==> config.mk <==
export PLATFORM = sky130hd
export DESIGN_NAME = cgp_fitness_eval
export DESIGN_NICKNAME = d
export VERILOG_FILES = /design/src/rtl/cgp_eval_pkg.sv /design/src/rtl/cgp_popcount.sv /design/src/rtl/cgp_fitness_eval.sv
export SDC_FILE = /design/constraint.sdc
export NUM_CORES = 1
export LEC_CHECK = 0
export ABC_AREA = 1
export BUFFER_PORTS_ARGS = -buffer_cell sky130_fd_sc_hd__buf_2
export CORE_MARGIN = 2
export CORE_UTILIZATION = 30
export DETAILED_ROUTE_END_ITERATION = 16
export GPL_ROUTABILITY_DRIVEN = 0
export GPL_TIMING_DRIVEN = 0
export HOLD_SLACK_MARGIN = 0.12
export SLEW_MARGIN = 30
export SYNTH_ARGS = -nofsm -noshare
export SYNTH_HDL_FRONTEND = slang
export SYNTH_SLANG_ARGS = --single-unit
==> constraint.sdc <==
create_clock -name clk -period 3.9 [get_ports clk]
set_clock_uncertainty 0.15 [all_clocks]
set_input_delay 0.78 -clock clk [delete_from_list [all_inputs] [get_ports clk]]
set_output_delay 0.78 -clock clk [all_outputs]
set_load 0.01 [all_outputs]
==> src/rtl/cgp_eval_pkg.sv <==
// cgp_eval_pkg
//   Shared definitions for the CGP fitness evaluator:
//     - eval_state_t : evaluator FSM states (IDLE, SETTLE, SAMPLE, DONE)
//     - DEF_N_IN / DEF_N_OUT : default individual input/output counts
//     - table_width() : bits in a full truth table (2^n_in * n_out)
//     - fit_width()   : bits needed to hold a fitness value 0..table_width
package cgp_eval_pkg;

  localparam int DEF_N_IN  = 4;
  localparam int DEF_N_OUT = 4;

  typedef enum logic [1:0] {
    IDLE,
    SETTLE,
    SAMPLE,
    DONE
  } eval_state_t;

  function automatic int table_width(input int n_in, input int n_out);
    return (1 << n_in) * n_out;
  endfunction

  // One extra code point so a perfect score (every bit matching) fits.
  function automatic int fit_width(input int n_in, input int n_out);
    return $clog2(table_width(n_in, n_out) + 1);
  endfunction

endpackage

==> src/rtl/cgp_popcount.sv <==
// cgp_popcount
//   Combinational population count of a W-bit word.
//   Ports:
//     bits  : input word
//     count : number of set bits in bits, $clog2(W+1) wide
module cgp_popcount #(
  parameter  int W  = 4,
  localparam int CW = $clog2(W + 1)
) (
  input  logic [W-1:0]  bits,
  output logic [CW-1:0] count
);

  always_comb begin
    count = '0;
    for (int i = 0; i < W; i++) begin
      count = count + CW'(bits[i]);
    end
  end

endmodule

==> src/rtl/cgp_fitness_eval.sv <==
// cgp_fitness_eval
//   Sequential fitness evaluator for an evolved CGP LUT-grid individual.
//   Sweeps all 2^N_IN input vectors onto the individual, holds each one for
//   SETTLE_CYCLES+1 cycles, samples the individual's outputs in the last of
//   those cycles and counts how many output bits agree with a target truth
//   table. The count is reported as the fitness.
//
//   Ports:
//     clk      : single clock, rising edge
//     rst_n    : synchronous reset, active low
//     start    : request an evaluation (accepted in IDLE, or in DONE for
//                back-to-back relaunch)
//     target   : expected truth table, bit v*N_OUT+j = output j for vector v
//     dut_in   : registered vector driven to the individual
//     dut_out  : individual outputs
//     busy     : evaluation in progress
//     done     : one-cycle pulse, fitness valid
//     fitness  : number of matching output bits, held until the next DONE
//     observed : captured truth table (only with CGP_EVAL_CAPTURE_EN)
//
//   Optional feature macro: CGP_EVAL_CAPTURE_EN adds the observed port.
module cgp_fitness_eval
  import cgp_eval_pkg::*;
#(
  parameter  int N_IN          = DEF_N_IN,
  parameter  int N_OUT         = DEF_N_OUT,
  parameter  int SETTLE_CYCLES = 2,
  localparam int TBL_W         = table_width(N_IN, N_OUT),
  localparam int FIT_W         = fit_width(N_IN, N_OUT)
) (
  input  logic             clk,
  input  logic             rst_n,
  input  logic             start,
  input  logic [TBL_W-1:0] target,
  output logic [N_IN-1:0]  dut_in,
  input  logic [N_OUT-1:0] dut_out,
  output logic             busy,
  output logic             done,
  output logic [FIT_W-1:0] fitness
`ifdef CGP_EVAL_CAPTURE_EN
  ,
  output logic [TBL_W-1:0] observed
`endif
);

  localparam int CNT_W = (SETTLE_CYCLES > 0) ? $clog2(SETTLE_CYCLES + 1) : 1;
  localparam int POP_W = $clog2(N_OUT + 1);
  localparam logic [CNT_W-1:0] SETTLE_LOAD = CNT_W'(SETTLE_CYCLES);

  eval_state_t state, next_state;

  logic [TBL_W-1:0] target_q;
  logic [FIT_W-1:0] acc;
  logic [FIT_W-1:0] acc_next;
  logic [N_IN-1:0]  v;
  logic [CNT_W-1:0] cnt;
  logic             launch;
  logic             last_vec;
  logic [N_OUT-1:0] match;
  logic [POP_W-1:0] match_count;

  assign dut_in   = v;
  assign last_vec = (v == {N_IN{1'b1}});

  // A bit matches when the sampled output equals the expected output.
  assign match = ~(dut_out ^ target_q[int'(v) * N_OUT +: N_OUT]);

  cgp_popcount #(
    .W (N_OUT)
  ) u_popcount (
    .bits  (match),
    .count (match_count)
  );

  assign acc_next = acc + FIT_W'(match_count);

  always_ff @(posedge clk) begin
    if (!rst_n) begin
      state <= IDLE;
    end else begin
      state <= next_state;
    end
  end

  // SETTLE lasts SETTLE_CYCLES cycles and SAMPLE one more, so each vector is
  // held for SETTLE_CYCLES+1 cycles. DONE also accepts start so a held start
  // relaunches straight out of the done cycle.
  always_comb begin
    next_state = state;
    launch     = 1'b0;
    busy       = 1'b0;
    done       = 1'b0;
    case (state)
      IDLE: begin
        if (start) begin
          launch     = 1'b1;
          next_state = (SETTLE_CYCLES == 0) ? SAMPLE : SETTLE;
        end
      end
      SETTLE: begin
        busy = 1'b1;
        if (cnt <= CNT_W'(1)) begin
          next_state = SAMPLE;
        end
      end
      SAMPLE: begin
        busy = 1'b1;
        if (last_vec) begin
          next_state = DONE;
        end else begin
          next_state = (SETTLE_CYCLES == 0) ? SAMPLE : SETTLE;
        end
      end
      DONE: begin
        done = 1'b1;
        if (start) begin
          launch     = 1'b1;
          next_state = (SETTLE_CYCLES == 0) ? SAMPLE : SETTLE;
        end else begin
          next_state = IDLE;
        end
      end
      default: next_state = IDLE;
    endcase
  end

  // fitness is loaded on the edge leaving the last SAMPLE so it is already
  // valid during the DONE cycle.
  always_ff @(posedge clk) begin
    if (!rst_n) begin
      target_q <= '0;
      acc      <= '0;
      v        <= '0;
      cnt      <= '0;
      fitness  <= '0;
`ifdef CGP_EVAL_CAPTURE_EN
      observed <= '0;
`endif
    end else if (launch) begin
      target_q <= target;
      acc      <= '0;
      v        <= '0;
      cnt      <= SETTLE_LOAD;
`ifdef CGP_EVAL_CAPTURE_EN
      observed <= '0;
`endif
    end else begin
      case (state)
        SETTLE: begin
          cnt <= cnt - CNT_W'(1);
        end
        SAMPLE: begin
          acc <= acc_next;
`ifdef CGP_EVAL_CAPTURE_EN
          observed[int'(v) * N_OUT +: N_OUT] <= dut_out;
`endif
          if (last_vec) begin
            fitness <= acc_next;
          end else begin
            v   <= v + N_IN'(1);
            cnt <= SETTLE_LOAD;
          end
        end
        default: begin
        end
      endcase
    end
  end

endmodule

After elaboration in Yosys (flattened, before gate mapping)
Index checks and enable logic that the tools add are counted.
{"block": "word_totals", "input_bits": 71, "wordCells": 51, "regBits": 86}
{"block": "op_classes", "reduce_logical": 11, "bitwise": 5, "order_cmp": 1, "eq_ne": 8, "muxes": 12, "n_shift": 1, "addsub": 6}
{"op": "64-bit by 7-bit variable part select with 4-bit output", "n": 1}
{"op": "2-bit two-way mux", "n": 5}
{"op": "2-bit case mux with 4 select lines", "n": 1}
{"op": "2-bit AND reduction", "n": 4}
{"op": "7-bit by 3-bit adder with 7-bit output", "n": 1}
{"op": "3-bit by 1-bit adder with 3-bit output", "n": 2}
{"op": "2-bit inequality test (second input constant)", "n": 3}
{"op": "2-bit OR reduction", "n": 3}
{"op": "1-bit two-way mux", "n": 5}
{"op": "4-bit by 1-bit adder with 4-bit output (second input constant)", "n": 1}
{"op": "2-bit == test (second input constant)", "n": 2}
{"op": "4-bit == test (second input constant)", "n": 1}
{"op": "4-bit NOT", "n": 1}
{"op": "2-bit case mux with 2 select lines", "n": 1}
{"op": "4-bit XOR", "n": 1}
{"op": "3-bit inequality test (second input constant)", "n": 1}
{"op": "1-bit NOT", "n": 3}
{"op": "3-bit AND reduction", "n": 1}
{"op": "3-bit nonzero test", "n": 1}
{"op": "1-bit by 1-bit adder with 2-bit output", "n": 1}
{"op": "2-bit by 1-bit == test with 1-bit output (second input constant)", "n": 1}
{"op": "2-bit by 1-bit <= comparator with 1-bit output (second input constant)", "n": 1}
{"op": "2-bit zero test", "n": 1}
{"op": "2-bit nonzero test", "n": 1}
{"op": "2-bit by 1-bit subtractor with 2-bit output (second input constant)", "n": 1}

Longest topological paths before layout
Gate-level depths: netlist (run 1).
{"block": "logic_depth", "word_depth": 7, "depth_mapped": 22}

Modules after synthesis
Synthesis (run 1) repeated with hierarchy kept, for this count alone.
{"block": "hier_totals", "hier_cells": 610, "hier_area_um2": 4187.8}
{"module": "cgp_fitness_eval", "area_each_um2": 4124.0, "instances": 1, "seq_area_each_um2": 1721.7, "cells_each": 602}
{"module": "cgp_popcount", "area_each_um2": 63.8, "instances": 1, "seq_area_each_um2": 0.0, "cells_each": 8}

Worst setup path before layout (run 1)
Ideal clock, no wire load.
{"block": "synth_path", "path_kind": "flip-flop to flip-flop", "start": "register v[0], in the netlist dut_in[0]", "end": "register acc[4]", "stages_incl_launch_ff": 19, "t_required_ns": 3.635, "arrival_ns": 3.089, "slack_ns": 0.546, "synth_period_minus_slack_ns": 3.354, "setup_ns": 0.115, "path_cell_list": "dfxtp_1 buf_4 buf_4 nand2_1 nand3_1 nand3_1 nand3_1 nand2_1 nand2_1 nand2_1 ha_1 fa_1 ha_1 fa_1 nand2_1 a21oi_1 xor2_1 o21ai_0 inv_1"}
{"block": "synth_via", "elab_chain_cells": 7}
{"element": "start: declaration", "line": "cgp_fitness_eval.sv:55", "rtl": "logic [N_IN-1:0] v;"}
{"element": "start signal: assignment", "line": "cgp_fitness_eval.sv:160", "rtl": "v <= v + N_IN'(1);"}
{"element": "64-bit by 7-bit variable part select with 4-bit output (*)", "line": "cgp_fitness_eval.sv:66", "rtl": "assign match = ~(dut_out ^ target_q[int'(v) * N_OUT +: N_OUT]);"}
{"element": "4-bit XOR (*)", "line": "cgp_fitness_eval.sv:66"}
{"element": "4-bit NOT (*)", "line": "cgp_fitness_eval.sv:66"}
{"element": "1-bit by 1-bit adder with 2-bit output", "line": "cgp_popcount.sv:17", "rtl": "count = count + CW'(bits[i]);"}
{"element": "3-bit by 1-bit adder with 3-bit output", "line": "cgp_popcount.sv:17"}
{"element": "3-bit by 1-bit adder with 3-bit output (*)", "line": "cgp_popcount.sv:17"}
{"element": "7-bit by 3-bit adder with 7-bit output (*)", "line": "cgp_fitness_eval.sv:75", "rtl": "assign acc_next = acc + FIT_W'(match_count);"}
{"element": "end signal: assignment", "line": "cgp_fitness_eval.sv:153", "rtl": "acc <= acc_next;"}
{"element": "end: declaration", "line": "cgp_fitness_eval.sv:53", "rtl": "logic [FIT_W-1:0] acc;"}
Every way passes the cells marked *; elsewhere a longest branch is shown, timed or not.
A chain may end at the register's enable or synchronous reset.

Worst setup path after layout (run 1)
{"block": "layout_path", "start": "register v[1], in the netlist dut_in[1]", "end": "register acc[4]"}
The elaborated chain is that of the path after synthesis.

==> results of run 1 <==
synth_stat cells:
cell type	instances
fa_1	2
nor2_2	1
nand2_1	119
nand4_1	1
o21bai_1	1
nor3_1	1
dfxtp_1	86
buf_6	8
nor2_1	34
inv_2	3
clkbuf_1	16
nand3_1	55
xor2_1	4
inv_1	94
ha_1	12
buf_2	5
o31ai_1	1
buf_4	3
buf_1	1
o211ai_1	2
a21oi_1	73
o21ai_0	77
o22ai_1	1
nand2_2	1
layout make-up:
| cell class | instances | area share, % |
|---|---|---|
| multi-input cells | 385 | 36.9 |
| flip-flops and latches | 86 | 33.7 |
| repair buffers | 82 | 8.03 |
| inverters | 97 | 7.12 |
| clock buffers | 9 | 4.41 |
| well taps | 180 | 4.41 |
| plain buffers | 33 | 4.04 |
| clock inverters | 7 | 1.42 |
stage by stage:
stage | power, mW | worst slack, ns | util (%) | hold slack (ns)
floorplan | 2.13 | 0.546 | - | 0.279
global placement | 2.48 | 0.236 | 35.0 | 0.292
detailed placement | 2.49 | 0.244 | 35.0 | 0.293
CTS | 3.36 | 0.218 | 37.2 | 0.303
global route | 3.61 | 0.0207 | 37.3 | 0.326
finish | 3.33 | 0.276 | 37.3 | 0.302
per-layer routing:
layer	vias to the layer above	share of wire, %	track usage, %
met3	10	4.2	2.81
li1	2103	-	-
met5	-	0	0
met2	75	47	26.4
met1	1719	47	20.5
met4	0	1.4	4.53
worst register-to-register path: stages (launching register included):
cell     delay (ns)
dfxtp_1        0.46
inv_1          0.12
buf_2          0.22
nand3_1        0.11
nand2_1        0.07
nand2_1        0.06
nand2_1        0.05
inv_1          0.08
nand2_1        0.06
nand2_1        0.05
nand2_1        0.05
ha_1           0.28
fa_1           0.39
ha_1           0.33
fa_1           0.44
nand2_1        0.08
a21oi_1        0.10
xor2_1         0.18
o21ai_0        0.18
inv_1          0.05
how the worst max path moves through the flow:
| stage | cells past startpoint | to |
|---|---|---|
| after global routing | 19 | acc[4] |
| after detailed placement | 15 | acc[4] |
| after floorplan | 18 | acc[4] |
| final | 19 | acc[4] |
| after CTS | 15 | acc[4] |
| after global placement | 15 | acc[4] |
power by group:
| part | internal (mW) | leakage, nW | switching (mW) |
|---|---|---|---|
| clock | 0.497 | 0.142 | 0.365 |
| combinational | 0.459 | 1.60 | 0.800 |
| sequential | 1.12 | 0.709 | 0.0880 |
| total | 2.08 | 2.45 | 1.25 |
logic make-up (layout without fill, tap and decap cells):
logic type               count (synthesis)  after routing
flip-flops                              86             86
AO/OA/AOI/OAI                          155            155
adder cells (fa/ha/maj)                 14             14
XOR/XNOR                                 4              4
buffers and inverters                  130            228
AND/OR/NAND/NOR                        212            212
sequential cells by signal, summed over array words and instances, names as in the netlist:
register,cells
state,2
fitness,7
cnt,2
target_q,64
dut_in,4
acc,7
==> results.sh, run 1 <==
export IMPL_grt_max_degree=16
export IMPL_clk_pin_slew_ns=0.07
export IMPL_routed_wl_um=11100
export IMPL_outcome="finished, final reports clean"
export IMPL_crit_chain="inv_1 -> buf_2 -> nand3_1 -> nand2_1 -> nand2_1 -> nand2_1 -> inv_1 -> nand2_1 -> nand2_1 -> nand2_1 -> ha_1 -> fa_1 -> ha_1 -> fa_1 -> nand2_1 -> a21oi_1 -> xor2_1 -> o21ai_0 -> inv_1"
export IMPL_r2r_start="dut_in[1]"
export IMPL_grt_pass1_wl_um=17900
export IMPL_ant_nets=0
export IMPL_placed_cell_area_um2=4810
export IMPL_ys_seq_area_share_pct=41.3
export IMPL_crit_slowest_cell="dfxtp_1"
export IMPL_cts_tree="yes"
export IMPL_ys_types=24
export IMPL_criticalPathCategory="reg -> reg"
export IMPL_slew_headroom_pct=58.9
export IMPL_fillerInstances=1505
export IMPL_yosysWarningCount=0
export IMPL_postCtsHoldBufs=0
export IMPL_post_place_cells=863
export IMPL_std_cell_rows=43
export IMPL_dr_pass1_iters=5
export IMPL_ys_seq_elements=86
export IMPL_grt_ovfl_total=0
export IMPL_io_pins=84
export IMPL_drtIter0Drc=254
export IMPL_period_minus_slack_ns=3.62
export IMPL_yosys_area_share_adder_pct=4.56
export IMPL_hp_class="reg -> reg"
export IMPL_synth_compound_area_share_pct=18.9
export IMPL_yosys_area_share_simple_pct=20.9
export IMPL_worst_pin_slew_ns=0.616
export IMPL_die_h_um=122
export IMPL_antenna_cells=0
export IMPL_post_cts_resized=0
export IMPL_yosysTopAreaCell="dfxtp_1"
export IMPL_numCtsBuffers=9
export IMPL_fin_tns_setup_ns=0
export IMPL_grt_pass1_vias=3688
export IMPL_critPathRequiredTime_ns=3.98
export IMPL_path_buf_inv=4
export IMPL_dieArea_um2=14900
export IMPL_p_leak_nw=2.45
export IMPL_cap_violations=0
export IMPL_synth_xor_area_share_pct=0.840
export IMPL_synth_area_mux_share_pct=0
export IMPL_multi_input_area_um2=1890
export IMPL_cts_sinks=86
export IMPL_fin_cells=879
export IMPL_antenna_found_initial=0
export IMPL_fp_dieW_um=122
export IMPL_netlist_area_um2=4170
export IMPL_nets=779
export IMPL_htreeDepth=3
export IMPL_vdd_drop_max_mv=0.221
export IMPL_final_cell_mix="119 x nand2_1, 94 x inv_1, 87 x buf_2"
export IMPL_viasPerCell=4.44
export IMPL_layout_commonest_cell="nand2_1"
export IMPL_drc=0
export IMPL_synth_top_family_by_area="simple AND/OR/NAND/NOR gates"
export IMPL_finalMaxSlewViolations=0
export IMPL_endpoint_kind="flip-flop"
export IMPL_drive_gt1_share_pct=17.2
export IMPL_track_usage_pct=15.7
export IMPL_cts_root_buf="clkbuf_16"
export IMPL_area_delta_synth_final_pct=22.5
export IMPL_synth_cells=601
export IMPL_cpPeakStageDelay_ns=0.46
export IMPL_synth_area_leaders="dfxtp_1 41%, nand2_1 11%, o21ai_0 9.2%"
export IMPL_powerDensity_nw_per_um2=652
export IMPL_min_to="target_q[17]"
export IMPL_num_vias=3907
export IMPL_reg2reg_slack_ns=0.28
export IMPL_worst_r2r_cell_count=19
export IMPL_cts_buffer_depth=2
export IMPL_final_hold_violation_count=0
export IMPL_fmax_mhz=276
export IMPL_rr_endpoint="acc[4]"
export IMPL_worstSkewPairLatency_ns=0.34
export IMPL_start_util_pct=30.4
export IMPL_start_kind="flip-flop"
export IMPL_finalCritPeriodShare_pct=92.9
export IMPL_hold_path_depth=2
export IMPL_crit_top_cell="nand2_1"
export IMPL_final_area_um2=5110
export IMPL_cp_top_family="adder cells"
export IMPL_dp_hpwl_um=8400
export IMPL_synth_top_area_share_pct=41.3
export IMPL_wl_per_cell_um=12.7
export IMPL_syn_nets=686
export IMPL_numPortBuffers=82
export IMPL_post_cts_buffers=0
export IMPL_crit_arrival_ns=3.71
export IMPL_rsz0062_at_grt="false"
export IMPL_setup_viol=0
export IMPL_seq_area_um2=1720
export IMPL_critPathLaunch="dut_in[1]"
export IMPL_hp_start="target_q[17]"
export IMPL_path_max_fanout=10
export IMPL_syn_avg_cell_area_um2=6.94
export IMPL_core_um2=13700
No activity file was read; power rests on OpenSTA's default activity.
==> inputs of run 2 (changes only) <==
Settings changed: CORE_MARGIN 2 to not set.
==> run 2 against run 1 <==
Net effect: routed wire length hardly changed; power up 3.7%; sequential share of layout area decreased by 0.24 points; critical endpoint unchanged; highest routed layer unchanged.
==> results.sh, run 2 (synthesis gave the netlist of run 1 again) <==
export IMPL_outcome="finished, final reports clean"
export IMPL_crit_arrival_ns=3.70
export IMPL_antenna_found_initial=0
export IMPL_finalMaxSlewViolations=0
export IMPL_criticalPathCategory="reg -> reg"
export IMPL_fp_dieW_um=120
export IMPL_p_leak_nw=2.47
export IMPL_worst_r2r_cell_count=19
export IMPL_htreeDepth=3
export IMPL_reg2reg_slack_ns=0.29
export IMPL_ant_nets=0
export IMPL_wl_met1_um=5660
export IMPL_clk_pin_slew_ns=0.07
export IMPL_grt_pass1_wl_um=18400
export IMPL_num_vias=3950
export IMPL_rsz0062_at_grt="false"
export IMPL_wl_met2_um=4880
export IMPL_start_util_pct=31.1
export IMPL_drc=0
export IMPL_die_h_um=120
export IMPL_r2r_start="dut_in[1]"
export IMPL_dieArea_um2=14400
export IMPL_grt_pass1_vias=3792
export IMPL_wl_per_cell_um=12.7
export IMPL_seq_area_um2=1720
export IMPL_start_kind="flip-flop"
export IMPL_post_place_cells=859
export IMPL_cts_sinks=86
export IMPL_hp_start="target_q[35]"
export IMPL_std_cell_rows=42
export IMPL_min_to="target_q[35]"
export IMPL_multi_input_area_um2=1890
export IMPL_io_pins=84
export IMPL_final_cell_mix="119 x nand2_1, 94 x inv_1, 86 x buf_2"
export IMPL_nets=779
export IMPL_dr_pass1_iters=4
export IMPL_path_max_fanout=10
export IMPL_fin_tns_setup_ns=0
export IMPL_worstSkewPairLatency_ns=0.35
export IMPL_slew_headroom_pct=57.4
export IMPL_viasPerCell=4.51
export IMPL_core_um2=13400
export IMPL_postCtsHoldBufs=0
export IMPL_drtIter0Drc=215
export IMPL_cts_buffer_depth=2
export IMPL_cap_violations=0
export IMPL_grt_max_degree=16
export IMPL_routed_wl_um=11100
export IMPL_largest_reg_flops=64
export IMPL_top_layer="met4"
export IMPL_finalCritPeriodShare_pct=92.6
export IMPL_hold_path_depth=2
export IMPL_critPathRequiredTime_ns=3.99
export IMPL_period_minus_slack_ns=3.61
export IMPL_dr_wl_met3_um=480
export IMPL_grt_ovfl_total=0
export IMPL_fin_util_pct=38.4
export IMPL_dp_hpwl_um=8400
export IMPL_rr_endpoint="acc[4]"
export IMPL_power_mw=3.46
export IMPL_antenna_cells=0
export IMPL_powerDensity_nw_per_um2=671
export IMPL_post_cts_buffers=0
export IMPL_track_usage_pct=16.5
export IMPL_cts_tree="yes"
export IMPL_layout_commonest_cell="nand2_1"
export IMPL_drive_gt1_share_pct=17.3
export IMPL_post_cts_resized=0
export IMPL_setup_viol=0
export IMPL_reg_top3="target_q: 64 flops, acc: 7 flops, fitness: 7 flops"
export IMPL_vdd_drop_max_mv=0.225
export IMPL_final_hold_violation_count=0
export IMPL_top_register="target_q"
export IMPL_fillerInstances=1451
export IMPL_fmax_mhz=277
export IMPL_numPortBuffers=82
export IMPL_endpoint_kind="flip-flop"
export IMPL_cts_root_buf="clkbuf_16"
export IMPL_hp_class="reg -> reg"
export IMPL_numCtsBuffers=9
export IMPL_area_delta_synth_final_pct=23.4
export IMPL_fin_cells=875
export IMPL_worst_pin_slew_ns=0.639
-- run 2: cell count changes in the layout (fill, tap and decap cells not counted), moves of 2 or more --
cell        delta
clkinvlp_4     -2
clkinv_2       -2
clkbuf_8       +2
inv_6          +2
-- run 2: final cells by class --
type | instances | share of cell area, %
sequential | 86 | 33.4
timing repair buffer | 82 | 7.97
clock buffer | 11 | 4.91
buffer | 33 | 4.06
clock inverter | 5 | 1.68
multi-input combinational | 385 | 36.6
tap | 176 | 4.27
inverter | 97 | 7.07
-- run 2: worst max-delay path, cell delays in order, from the launching register on --
cell,delay (ns)
dfxtp_1,0.45
inv_1,0.12
buf_2,0.21
nand3_1,0.10
nand2_1,0.07
nand2_1,0.07
nand2_1,0.06
inv_1,0.07
nand2_1,0.05
nand2_1,0.05
nand2_1,0.05
ha_1,0.29
fa_1,0.42
ha_1,0.34
fa_1,0.44
nand2_1,0.08
a21oi_1,0.10
xor2_1,0.17
o21ai_0,0.16
inv_1,0.05
-- run 2: routing by layer --
| metal | up-vias | global-route usage, % |
|---|---|---|
| li1 | 2100 | - |
| met1 | 1749 | 22.5 |
| met2 | 93 | 25.7 |
| met3 | 8 | 3.94 |
| met4 | 0 | 4.69 |
| met5 | - | 0 |
-- run 2: report_power, final --
group          internal, mW  switching (mW)
registers              1.12          0.0851
logic                 0.460           0.818
clock network         0.603           0.366
-- run 2: stage by stage --
stage / hold slack, ns / setup WS (ns) / cell area (um^2)
6_report: 0.302 / 0.290 / 5150
2_1_floorplan: 0.279 / 0.546 / 4170
5_1_grt: 0.324 / 0.0307 / 5150
3_5_place_dp: 0.295 / 0.207 / 4800
3_3_place_gp: 0.290 / 0.184 / 4800
4_1_cts: 0.306 / 0.188 / 5140
-- run 2: worst max-delay path by stage --
stage | start | to | slack (ns) | depth (start not counted)
final | dut_in[1] | acc[4] | 0.29 | 19
after CTS | dut_in[1] | acc[4] | 0.19 | 15
after global placement | dut_in[1] | acc[4] | 0.18 | 17
after detailed placement | dut_in[1] | acc[4] | 0.21 | 15
after global routing | dut_in[1] | acc[4] | 0.03 | 19
after floorplan | dut_in[0] | acc[4] | 0.55 | 18
==> inputs of run 3 (changes only) <==
Settings changed: CORE_MARGIN set to 5, CTS_BUF_LIST set to sky130_fd_sc_hd__clkbuf_8, SETUP_SLACK_MARGIN set to 0.4.
==> run 3 against run 2 <==
Net effect: non-clock buffer count grew 4; power decreased by 5.6%; global-route usage shrank 2.2 points; via count is 0.30% lower; sequential share of layout area rose by 0.11 points; die area rose by 14%; largest cell class unchanged; highest routed layer unchanged.
==> results.sh, run 3 (synthesis gave the netlist of run 1 again) <==
export IMPL_track_usage_pct=14.3
export IMPL_grt_ovfl_total=0
export IMPL_grt_pass1_vias=3751
export IMPL_powerDensity_nw_per_um2=633
export IMPL_rsz0062_at_grt="false"
export IMPL_wl_met2_um=5210
export IMPL_nets=783
export IMPL_endpoint="acc[6]"
export IMPL_final_cell_mix="117 x nand2_1, 94 x inv_1, 85 x buf_2"
export IMPL_period_minus_slack_ns=3.31
export IMPL_start_util_pct=30.3
export IMPL_reg_top3="target_q: 64 flops, acc: 7 flops, fitness: 7 flops"
export IMPL_dieArea_um2=16400
export IMPL_criticalPathCategory="reg -> reg"
export IMPL_grt_max_degree=14
export IMPL_drtIter0Drc=185
export IMPL_numCtsBuffers=9
export IMPL_dr_pass1_iters=4
export IMPL_antenna_cells=0
export IMPL_critPathRequiredTime_ns=4.02
export IMPL_final_hold_violation_count=0
export IMPL_die_h_um=128
export IMPL_start_kind="flip-flop"
export IMPL_path_max_fanout=10
export IMPL_setup_slack_ns=0.595
export IMPL_core_um2=13800
export IMPL_htreeDepth=3
export IMPL_routed_wl_um=11600
export IMPL_finalCritPeriodShare_pct=84.7
export IMPL_critPathLaunch="dut_in[1]"
export IMPL_top_layer="met4"
export IMPL_antenna_found_initial=0
export IMPL_ant_nets=0
export IMPL_worst_pin_slew_ns=0.750
export IMPL_slew_headroom_pct=50.0
export IMPL_dp_hpwl_um=8700
export IMPL_numPortBuffers=82
export IMPL_endpoint_kind="flip-flop"
export IMPL_area_delta_synth_final_pct=23.5
export IMPL_fp_dieW_um=128
export IMPL_layout_commonest_cell="nand2_1"
export IMPL_std_cell_rows=43
export IMPL_drive_gt1_share_pct=19.2
export IMPL_num_vias=3938
export IMPL_hp_start="target_q[6]"
export IMPL_crit_arrival_ns=3.42
export IMPL_io_pins=84
export IMPL_hp_class="reg -> reg"
export IMPL_grt_pass1_wl_um=18400
export IMPL_rr_endpoint="acc[6]"
export IMPL_finalMaxSlewViolations=0
export IMPL_cap_violations=0
export IMPL_wl_met1_um=5720
export IMPL_reg2reg_slack_ns=0.59
export IMPL_largest_reg_flops=64
export IMPL_clk_pin_slew_ns=0.09
export IMPL_cts_sinks=86
export IMPL_outcome="finished, final reports clean"
export IMPL_wl_per_cell_um=13.1
export IMPL_viasPerCell=4.46
export IMPL_worst_r2r_cell_count=21
export IMPL_r2r_start="dut_in[1]"
export IMPL_setup_viol=0
export IMPL_fmax_mhz=303
export IMPL_vdd_drop_max_mv=0.196
export IMPL_drc=0
export IMPL_cts_buffer_depth=2
export IMPL_pre_cts_slack_ns=0.161
export IMPL_postCtsHoldBufs=0
export IMPL_cts_root_buf="clkbuf_8"
export IMPL_cts_tree="yes"
export IMPL_worstSkewPairLatency_ns=0.37
export IMPL_top_register="target_q"
export IMPL_fin_tns_setup_ns=0
export IMPL_fillerInstances=1508
export IMPL_dr_wl_met3_um=505
export IMPL_p_leak_nw=2.45
[run 3: cell types whose count changed in the layout (fill, tap and decap cells not counted), moves of 4 or more]
cell,before,now
buf_4,2,7
buf_6,9,5
buf_8,0,5
clkbuf_16,9,0
clkbuf_8,2,13
[run 3: worst min path at each step]
stage | endpoint | slack [ns] | cells past startpoint
after floorplan | target_q[10] | 0.28 | 2
after global placement | target_q[51] | 0.29 | 2
after detailed placement | target_q[43] | 0.30 | 2
after CTS | target_q[43] | 0.31 | 2
after global routing | target_q[43] | 0.32 | 2
final | target_q[6] | 0.31 | 2
[run 3: layout make-up]
| cell class | count | area, um^2 | share of cell area, % |
|---|---|---|---|
| clock inverter | 3 | 40.0 | 0.777 |
| buffer | 33 | 236 | 4.59 |
| sequential | 86 | 1730 | 33.6 |
| inverter | 97 | 364 | 7.06 |
| multi-input combinational | 385 | 1940 | 37.6 |
| tap | 180 | 225 | 4.37 |
| clock buffer | 13 | 179 | 3.47 |
| timing repair buffer | 86 | 440 | 8.55 |
[run 3: what timing repair did]
| item | CTS | global route |
|---|---|---|
| pin swaps | 0 | 4 |
| resized for setup | 8 | 19 |
| setup endpoints to repair | 12 | 9 |
| setup buffers | 0 | 4 |
[run 3: critical path, stage by stage (launching register included)]
cell and delay, ns:
dfxtp_4 0.37, inv_1 0.11, buf_4 0.20, nand3_1 0.10
nand2_1 0.08, nand2_1 0.05, nand2_1 0.06, inv_1 0.07
nand2_1 0.07, nand2_1 0.05, nand2_1 0.09, ha_4 0.21
fa_2 0.38, ha_4 0.17, ha_1 0.35, nand2_1 0.10
a21oi_2 0.21, nand3_1 0.11, nand2_2 0.08, nand3_1 0.06
nand2_1 0.08, inv_1 0.04
[run 3: through the flow]
step                hold WS (ns)  utilization [%]  cell area, um^2  power (mW)  instances
finish                     0.307             37.4             5150        3.26        883
detailed placement         0.296             34.9             4810        2.50        863
global route               0.320             37.4             5150        3.53        883
floorplan                  0.279                -             4170        2.13        601
CTS                        0.310             36.6             5040        3.21        879
global placement           0.292             34.9             4810        2.49        863
[run 3: layer usage]
layer / vias up / track usage (%)
li1: 2109 / -
met3: 8 / 2.79
met5: - / 0
met4: 0 / 6.55
met1: 1742 / 19.1
met2: 79 / 22.2
[run 3: power by group]
part | internal [mW] | switching (mW)
combinational | 0.527 | 0.837
clock | 0.364 | 0.323
sequential | 1.12 | 0.0885
